<file path="src/rtl/axis_video_pattern_gen.sv">
// rtl/axis_video_pattern_gen.sv - AXI4-Stream video test pattern generator (line/frame timing, four patterns)
// Optional macro VIDEO_GEN_LFSR_EN replaces the mode 3 diagonal with a per-frame 16-bit LFSR pattern.
module axis_video_pattern_gen #(
   parameter int DATA_WIDTH = 8,
   parameter int CHANNELS   = 1,
   parameter int WIDTH      = 1280,
   parameter int HEIGHT     = 1024,
   parameter int H_GAP      = 0,
   parameter int V_GAP      = 0
) (
   input  logic                           i_sys_clk,
   input  logic                           i_sys_reset,
   input  logic                           i_enable,
   input  logic [1:0]                     i_mode,
   input  logic [DATA_WIDTH-1:0]          i_const_value,
   output logic [CHANNELS*DATA_WIDTH-1:0] m_axis_tdata,
   output logic                           m_axis_tvalid,
   output logic                           m_axis_tuser,
   output logic                           m_axis_tlast,
   input  logic                           m_axis_tready,
   output logic [15:0]                    o_frame_cnt,
   output logic                           o_busy
);

   localparam int XW      = (WIDTH > 1) ? $clog2(WIDTH) : 1;
   localparam int YW      = (HEIGHT > 1) ? $clog2(HEIGHT) : 1;
   localparam int GAP_MAX = (H_GAP > V_GAP) ? H_GAP : V_GAP;
   localparam int GW      = (GAP_MAX > 1) ? $clog2(GAP_MAX) : 1;

   localparam logic [1:0] S_IDLE   = 2'd0;
   localparam logic [1:0] S_ACTIVE = 2'd1;
   localparam logic [1:0] S_HGAP   = 2'd2;
   localparam logic [1:0] S_VGAP   = 2'd3;

   logic [1:0]            state;
   logic [XW-1:0]         x;
   logic [YW-1:0]         y;
   logic [GW-1:0]         gap_cnt;
   logic [15:0]           frame_cnt;
   logic [1:0]            mode_q;
   logic [DATA_WIDTH-1:0] const_q;
   logic                  handshake;
   logic                  last_x;
   logic                  last_y;
   logic                  start_frame;
   logic [DATA_WIDTH-1:0] base;

   assign handshake = m_axis_tvalid & m_axis_tready;
   assign last_x    = (x == XW'(WIDTH - 1));
   assign last_y    = (y == YW'(HEIGHT - 1));

   // Every edge that launches a new frame; pattern settings are captured only here.
   assign start_frame = i_enable & (
                           (state == S_IDLE) |
                           ((state == S_VGAP) & (gap_cnt == '0)) |
                           ((state == S_ACTIVE) & handshake & last_x & last_y & (V_GAP == 0)));

   always_ff @(posedge i_sys_clk) begin
      if (i_sys_reset) begin
         state     <= S_IDLE;
         x         <= '0;
         y         <= '0;
         gap_cnt   <= '0;
         frame_cnt <= '0;
         mode_q    <= '0;
         const_q   <= '0;
      end else begin
         if (start_frame) begin
            mode_q  <= i_mode;
            const_q <= i_const_value;
         end
         case (state)
            S_IDLE: begin
               if (i_enable) begin
                  state <= S_ACTIVE;
                  x     <= '0;
                  y     <= '0;
               end
            end
            S_ACTIVE: begin
               if (handshake) begin
                  if (!last_x) begin
                     x <= x + 1'b1;
                  end else begin
                     x <= '0;
                     if (!last_y) begin
                        y <= y + 1'b1;
                        if (H_GAP != 0) begin
                           state   <= S_HGAP;
                           gap_cnt <= GW'(H_GAP - 1);
                        end
                     end else begin
                        y         <= '0;
                        frame_cnt <= frame_cnt + 16'd1;
                        if (V_GAP != 0) begin
                           state   <= S_VGAP;
                           gap_cnt <= GW'(V_GAP - 1);
                        end else if (!i_enable) begin
                           state <= S_IDLE;
                        end
                     end
                  end
               end
            end
            S_HGAP: begin
               if (gap_cnt == '0) state <= S_ACTIVE;
               else               gap_cnt <= gap_cnt - 1'b1;
            end
            S_VGAP: begin
               if (gap_cnt == '0) state <= i_enable ? S_ACTIVE : S_IDLE;
               else               gap_cnt <= gap_cnt - 1'b1;
            end
            default: state <= S_IDLE;
         endcase
      end
   end

`ifdef VIDEO_GEN_LFSR_EN
   logic [15:0] lfsr;

   // Fibonacci form, taps 16,14,13,11; reseeded so every frame repeats the same sequence.
   always_ff @(posedge i_sys_clk) begin
      if (i_sys_reset || start_frame) lfsr <= 16'hACE1;
      else if (handshake)             lfsr <= {lfsr[0] ^ lfsr[2] ^ lfsr[3] ^ lfsr[5], lfsr[15:1]};
   end
`endif

   always_comb begin
      case (mode_q)
         2'd0:    base = DATA_WIDTH'(x);
         2'd1:    base = DATA_WIDTH'(y);
         2'd2:    base = const_q;
`ifdef VIDEO_GEN_LFSR_EN
         default: base = DATA_WIDTH'(lfsr);
`else
         default: base = DATA_WIDTH'(x) + DATA_WIDTH'(y) + DATA_WIDTH'(frame_cnt);
`endif
      endcase
      m_axis_tdata = '0;
      for (int c = 0; c < CHANNELS; c++) begin
         if (m_axis_tvalid) m_axis_tdata[c*DATA_WIDTH +: DATA_WIDTH] = base + DATA_WIDTH'(c);
      end
   end

   assign m_axis_tvalid = (state == S_ACTIVE);
   assign m_axis_tuser  = m_axis_tvalid & (x == '0) & (y == '0);
   assign m_axis_tlast  = m_axis_tvalid & last_x;
   assign o_frame_cnt   = frame_cnt;
   assign o_busy        = (state != S_IDLE);

endmodule

</file>
<file path="config.mk">
export PLATFORM = sky130hd
export DESIGN_NAME = axis_video_pattern_gen
export DESIGN_NICKNAME = d
export VERILOG_FILES = /design/src/rtl/axis_video_pattern_gen.sv
export SDC_FILE = /design/constraint.sdc
export NUM_CORES = 1
export LEC_CHECK = 0
export ABC_AREA = 0
export CAP_MARGIN = 20
export CORE_MARGIN = 5
export CORE_UTILIZATION = 50
export DETAILED_ROUTE_END_ITERATION = 8
export GPL_TIMING_DRIVEN = 0
export PLACE_DENSITY = 0.85
export SETUP_SLACK_MARGIN = 0.4
export SKIP_CTS_REPAIR_TIMING = 1
export SYNTH_ARGS = -nofsm -noshare
export SYNTH_HDL_FRONTEND = slang
export SYNTH_SLANG_ARGS = --single-unit
</file>
<file path="constraint.sdc">
create_clock -name i_sys_clk -period 5.3 [get_ports i_sys_clk]
set_input_delay 1.06 -clock i_sys_clk [delete_from_list [all_inputs] [get_ports i_sys_clk]]
set_output_delay 1.06 -clock i_sys_clk [all_outputs]
set_load 0.1 [all_outputs]
</file>
==> results of run 1 <==
==> routing by layer <==
metal | global-route usage [%] | share of wire, %
met5 | 0 | 0
met4 | 5.86 | 2.1
met3 | 3.39 | 7.1
met2 | 35.1 | 48
met1 | 30.0 | 43
==> flip-flops by register name, summed over array words and instances, names as in the netlist <==
name	cells
o_frame_cnt	16
x	11
y	10
const_q	8
mode_q	2
state	1
==> power groups by stage <==
stage / clock [mW] / combinational, mW / sequential [mW]
final: 0.237 / 0.0995 / 0.374
after floorplan: 0 / 0.0651 / 0.384
after detailed placement: 0 / 0.0985 / 0.383
after CTS: 0.241 / 0.0991 / 0.374
after global routing: 0.254 / 0.108 / 0.375
after global placement: 0 / 0.0962 / 0.383
==> worst min-delay path, stage by stage (launching register included) <==
cell	delay (ns)
dfxtp_1	0.33
o31ai_1	0.06
a21oi_1	0.06
==> per-stage QoR <==
| stage | worst slack (ns) | cell area (um^2) | cells |
|---|---|---|---|
| floorplan | 0.301 | 3040 | 344 |
| global placement | 0.761 | 3550 | 460 |
| detailed placement | 0.666 | 3550 | 460 |
| CTS | 0.323 | 3640 | 468 |
| global route | 0.426 | 3650 | 468 |
| finish | 0.542 | 3650 | 468 |
==> cells by family (layout without fill, tap and decap cells) <==
kind of cell / count (synthesis) / in the layout / share of synthesized area (%)
xor gates and xnor gates: 17 / 17 / 4.92
adders and majority gates: 19 / 19 / 9.84
AOI/OAI and AO/OA: 65 / 65 / 13.4
DFF: 48 / 48 / 31.8
and+or+nand+nor: 145 / 145 / 26.6
buffers and inverters: 27 / 76 / 3.64
muxes: 23 / 23 / 9.84
==> final cells by class <==
type	instances	area (um^2)
repair buffers	41	418
clock buffers	6	82.6
well taps	75	93.8
clock inverters	2	15.0
fillers	505	2230
plain buffers	14	61.3
multi-input cells	269	1970
flip-flops and latches	48	961
inverters	13	48.8
==> worst min-delay path by stage <==
stage / depth (start not counted) / end / slack, ns
finish: 2 / o_frame_cnt[15]$_SDFFE_PP0P_ / 0.49
CTS: 2 / o_frame_cnt[15]$_SDFFE_PP0P_ / 0.49
global placement: 2 / o_frame_cnt[15]$_SDFFE_PP0P_ / 0.46
detailed placement: 2 / o_frame_cnt[15]$_SDFFE_PP0P_ / 0.48
global route: 2 / o_frame_cnt[15]$_SDFFE_PP0P_ / 0.52
floorplan: 2 / const_q[6]$_SDFFE_PP0P_ / 0.46
==> placed cells by master, fill, tap and decap left out, drive strengths merged, types with 5 or more instances in the layout <==
master and instances:
clkbuf 15, nor2 39, nor3 8, nand2 24, o31ai 14, dfxtp 48, ha 11, nor4 8
o21ai 14, inv 13, a21oi 21, nand3 13, buf 5, or4 11, and2 7, xor2 6
xnor2 11, clkdlybuf4s50 38, fa 8, nand4 11, or3 6, mux2i 14, nor2b 5, mux4 5
==> out/metrics.yaml, run 1 <==
routedWlPerCell_um: 17.2
clkLatencyLatePin_ns: 0.31
power.density_mw_per_mm2: 195
core_mm2: 0.00589
maxCapViolations: 0
swShare_pct: 28.4
rsz0062_at_grt: "false"
maxSlewHeadroom_pct: 33.9
crit_start: "x[2]$_SDFFE_PP0P_"
critical_path_class: "flop to primary output"
cts_tree: "yes"
p_int_mw: 0.509
fin_crit_ns: 4.76
ys_warn_count: 0
post-route-period-util_pct: 89.8
arrival_ns: 3.70
cts_sinks: 48
grtUsageTotal_pct: 21.6
timing.rr.end: "o_frame_cnt[6]$_SDFFE_PP0P_"
die_y_um: 87.8
p_comb_share_pct: 14.0
initial_core_util_pct: 51.4
path_depth: 8
maxSlewViolCount: 0
num_vias: 2866
worstPathBufferInverterCount: 1
rows: 28
synth_edf_count: 0
clk_pin_slew_ns: 0.10
setup.worst_path.end_class: "primary output"
crit_chain: "fa_1 > ha_1 > a21o_1 > a211oi_1 > nor2_1 > mux4_2 > and2_1 > clkdlybuf4s50_1"
ys_ff_latch: 48
synth_nets: 377
dieArea_mm2: 0.00771
min-delay-path-class: "flop to flop"
max_freq_ghz: 0.210
wl_mm: 8.05
worstReg2RegStart: "y[0]$_SDFFE_PP0P_"
grt_max_degree: 16
clock_power_share_pct: 33.4
io_pins: 42
place_congestion: 0.913
ctsRootBufferMaster: "clkbuf_8"
ant_nets: 0
power_switching_mw: 0.202
drc: 0
hp-start: "o_frame_cnt[15]$_SDFFE_PP0P_"
tightest_slew_ns: 0.989
yosys-top-cells-count: "dfxtp_1, nor2_1, nand2_1, a21oi_1"
setup_violations: 0
area_delta_synth_final_pct: 20.7
outcome: "finished, final reports clean"
cpPeakStageDelay_ns: 0.96
utilization_pct: 62.1
worstSetupEndpoint: "m_axis_tdata[4]"
cpMaxStageDelayCell: "clkdlybuf4s50_1"
grt_remaining_overflow: 0
rr_worst_depth: 7
io_buffers: 41
crit_fanout: 5
final.setup.tns_ns: 0
holdWs_ns: 0.494
power_leakage_nw: 1.37
antenna_cells: 0
cp_top_family: "buffers and inverters"
cp-start-kind: "flop"
cts_buffer_depth: 2
grt_pass1_wl_mm: 13.3
synth_cell_types: 48
max-vdd-ir-drop_uv: 124
synth-seq-area-share_pct: 31.8
drt_iter0_drc: 205
first_global_vias: 2676
die_x_um: 87.8
synth_top_area_share_pct: 31.8
cp_data_required_time_ns: 4.24
syn-instance-count: 344
drt-pass1-iter-count: 5
numCtsBuffers: 5
h-tree-depth: 2
syn_area_mm2: 0.00303
synth_top_flop_cell: "dfxtp_1"
drive_above_1_share_pct: 7.89
synth_async_sr_flop_share_pct: 0
synth_area_leaders: "dfxtp_1, fa_1, nor2_1, mux2i_1, ha_1"
rrSetupSlack_ns: 2.83
num-nets-final: 425
total_power_mw: 0.711
synthMostInstantiatedCell: "dfxtp_1"
seqPwrFrac_pct: 52.6
antenna_found_initial: 0
report.final.hold_viol_count: 0
yosys.area.top_type: "dfxtp_1"
avgSynthCellArea_um2: 8.79
hpwlAfterDp_mm: 6.09
vias_per_cell: 6.12
skew_ns: 0.00957
Note: power is estimated with default switching activity, not from simulation.
==> run 2: changes to the inputs <==
--- a/config.mk
+++ b/config.mk
@@ -7,11 +7,14 @@
 export LEC_CHECK = 0
 export ABC_AREA = 0
 export CAP_MARGIN = 20
+export CELL_PAD_IN_SITES_DETAIL_PLACEMENT = 0
+export CELL_PAD_IN_SITES_GLOBAL_PLACEMENT = 2
 export CORE_MARGIN = 5
-export CORE_UTILIZATION = 50
+export CORE_UTILIZATION = 37
+export CTS_BUF_LIST = sky130_fd_sc_hd__clkbuf_2
 export DETAILED_ROUTE_END_ITERATION = 8
 export GPL_TIMING_DRIVEN = 0
-export PLACE_DENSITY = 0.85
+export PLACE_DENSITY = 0.95
 export SETUP_SLACK_MARGIN = 0.4
 export SKIP_CTS_REPAIR_TIMING = 1
 export SYNTH_ARGS = -nofsm -noshare
==> run 2 against run 1 <==
Via count shrank 3.0%. Routed wire length rose by 5.3%. Cell count is 6.2% higher. Die area increased by 31%. Count of clock-buffer cells in the layout is 1 lower. Design area increased by 0.89%. Sequential power hardly changed. Maximum frequency is 0.98% higher. Non-clock buffer count stayed put. Global-route usage decreased by 4.0 points. Register-to-register slack worse by 0.02 ns. Sequential share of layout area down 0.23 points. Critical endpoint is now m_axis_tdata[7]. Largest cell class unchanged.
==> out/metrics.yaml, run 2 (same netlist as run 1, synthesis figures left out) <==
rsz0062_at_grt: "true"
numCtsBuffers: 5
vias_per_cell: 5.59
cp_data_required_time_ns: 4.24
io_buffers: 41
dieArea_mm2: 0.0101
worstReg2RegStart: "y[0]$_SDFFE_PP0P_"
maxSlewHeadroom_pct: 34.9
num_vias: 2780
core_mm2: 0.00809
setup_violations: 0
tightest_slew_ns: 0.975
grtUsageTotal_pct: 17.6
ant_nets: 0
max-vdd-ir-drop_uv: 96.4
final.setup.tns_ns: 0
grt_remaining_overflow: 0
drc: 0
post-place-ws_ns: 0.677
first_global_vias: 2727
report.final.hold_viol_count: 0
antenna_found_initial: 0
h-tree-depth: 2
setup.worst_path.end_class: "primary output"
cp-start-kind: "flop"
routedWlPerCell_um: 17.1
power.density_mw_per_mm2: 197
final_cell_mix: "dfxtp_1, nor2_1, clkdlybuf4s50_1"
holdWs_ns: 0.503
fin_crit_ns: 4.71
setup_slack_ns: 0.589
io_pins: 42
cts_tree: "yes"
num-nets-final: 425
skew_ns: 0.0232
mostFrequentLayoutCell: "dfxtp_1"
min-delay-path-class: "flop to flop"
power_leakage_nw: 1.43
antenna_cells: 0
die_y_um: 100
initial_core_util_pct: 37.4
crit_start: "y[1]$_SDFFE_PP0P_"
clkLatencyLatePin_ns: 0.43
hp-start: "o_frame_cnt[15]$_SDFFE_PP0P_"
maxSlewViolCount: 0
maxCapViolations: 0
drt_iter0_drc: 150
max_freq_ghz: 0.212
hpwlAfterDp_mm: 6.49
outcome: "finished, final reports clean"
grt_pass1_wl_mm: 14.1
critical_path_class: "flop to primary output"
wl_mm: 8.48
cts_buffer_depth: 2
cts_sinks: 48
place_congestion: 0.876
drt-pass1-iter-count: 4
ctsRootBufferMaster: "clkbuf_2"
crit_fanout: 6
total_power_mw: 0.725
utilization_pct: 45.5
rows: 33
largest_reg_flops: 16
die_x_um: 100
arrival_ns: 3.65
area_delta_synth_final_pct: 21.8
post-route-period-util_pct: 88.9
clk_pin_slew_ns: 0.26
grt_max_degree: 15
drive_above_1_share_pct: 7.65
[run 2: cell count changes in the layout (fill, tap and decap cells not counted)]
cell / before / now
bufinv_16: 0 / 2
clkbuf_2: 0 / 5
clkbuf_8: 6 / 0
clkdlybuf4s50_1: 38 / 35
clkinvlp_4: 2 / 0
dlymetal6s2s_1: 3 / 6
[run 2: area by class of cell]
cell class,instances,area (um^2)
Sequential cell,48,961
Timing Repair Buffer,41,425
Clock buffer,5,25.0
Buffer,14,61.3
Multi-Input combinational cell,269,1970
Clock inverter,2,60.1
Inverter,13,48.8
Tap cell,105,131
Fill cell,817,4410
[run 2: path summary, 6_finish.rpt]
check,slack [ns],end,cells past startpoint
hold / removal,0.50,o_frame_cnt[15]$_SDFFE_PP0P_,2
setup reg to reg,2.81,o_frame_cnt[6]$_SDFFE_PP0P_,7
hold reg to reg,0.50,o_frame_cnt[15]$_SDFFE_PP0P_,2
setup / recovery,0.59,m_axis_tdata[7],10
[run 2: metrics by stage]
stage               instances  cell area, um^2
finish                    497             3680
global route              497             3680
CTS                       497             3670
detailed placement        490             3580
global placement          490             3580
floorplan                 344             3040
[run 2: critical path, stage by stage, from the launching register on]
cell	delay, ns
dfxtp_1	0.46
fa_1	0.56
ha_1	0.17
inv_1	0.06
fa_1	0.41
nor2b_1	0.19
o31a_1	0.19
o22ai_1	0.12
xnor2_1	0.14
o21ai_1	0.16
dlymetal6s2s_1	0.77
[run 2: power breakdown]
group	total (mW)	switching (mW)	internal, mW
combinational	0.100	0.0645	0.0357
clock	0.249	0.125	0.124
sequential	0.376	0.00685	0.369
total	0.725	0.196	0.529
[run 2: per-layer routing]
metal | part of all wire [%] | track usage, %
met1 | 46 | 24.4
met2 | 48 | 28.5
met3 | 5.5 | 3.13
met4 | 1.1 | 4.15
met5 | 0 | 0
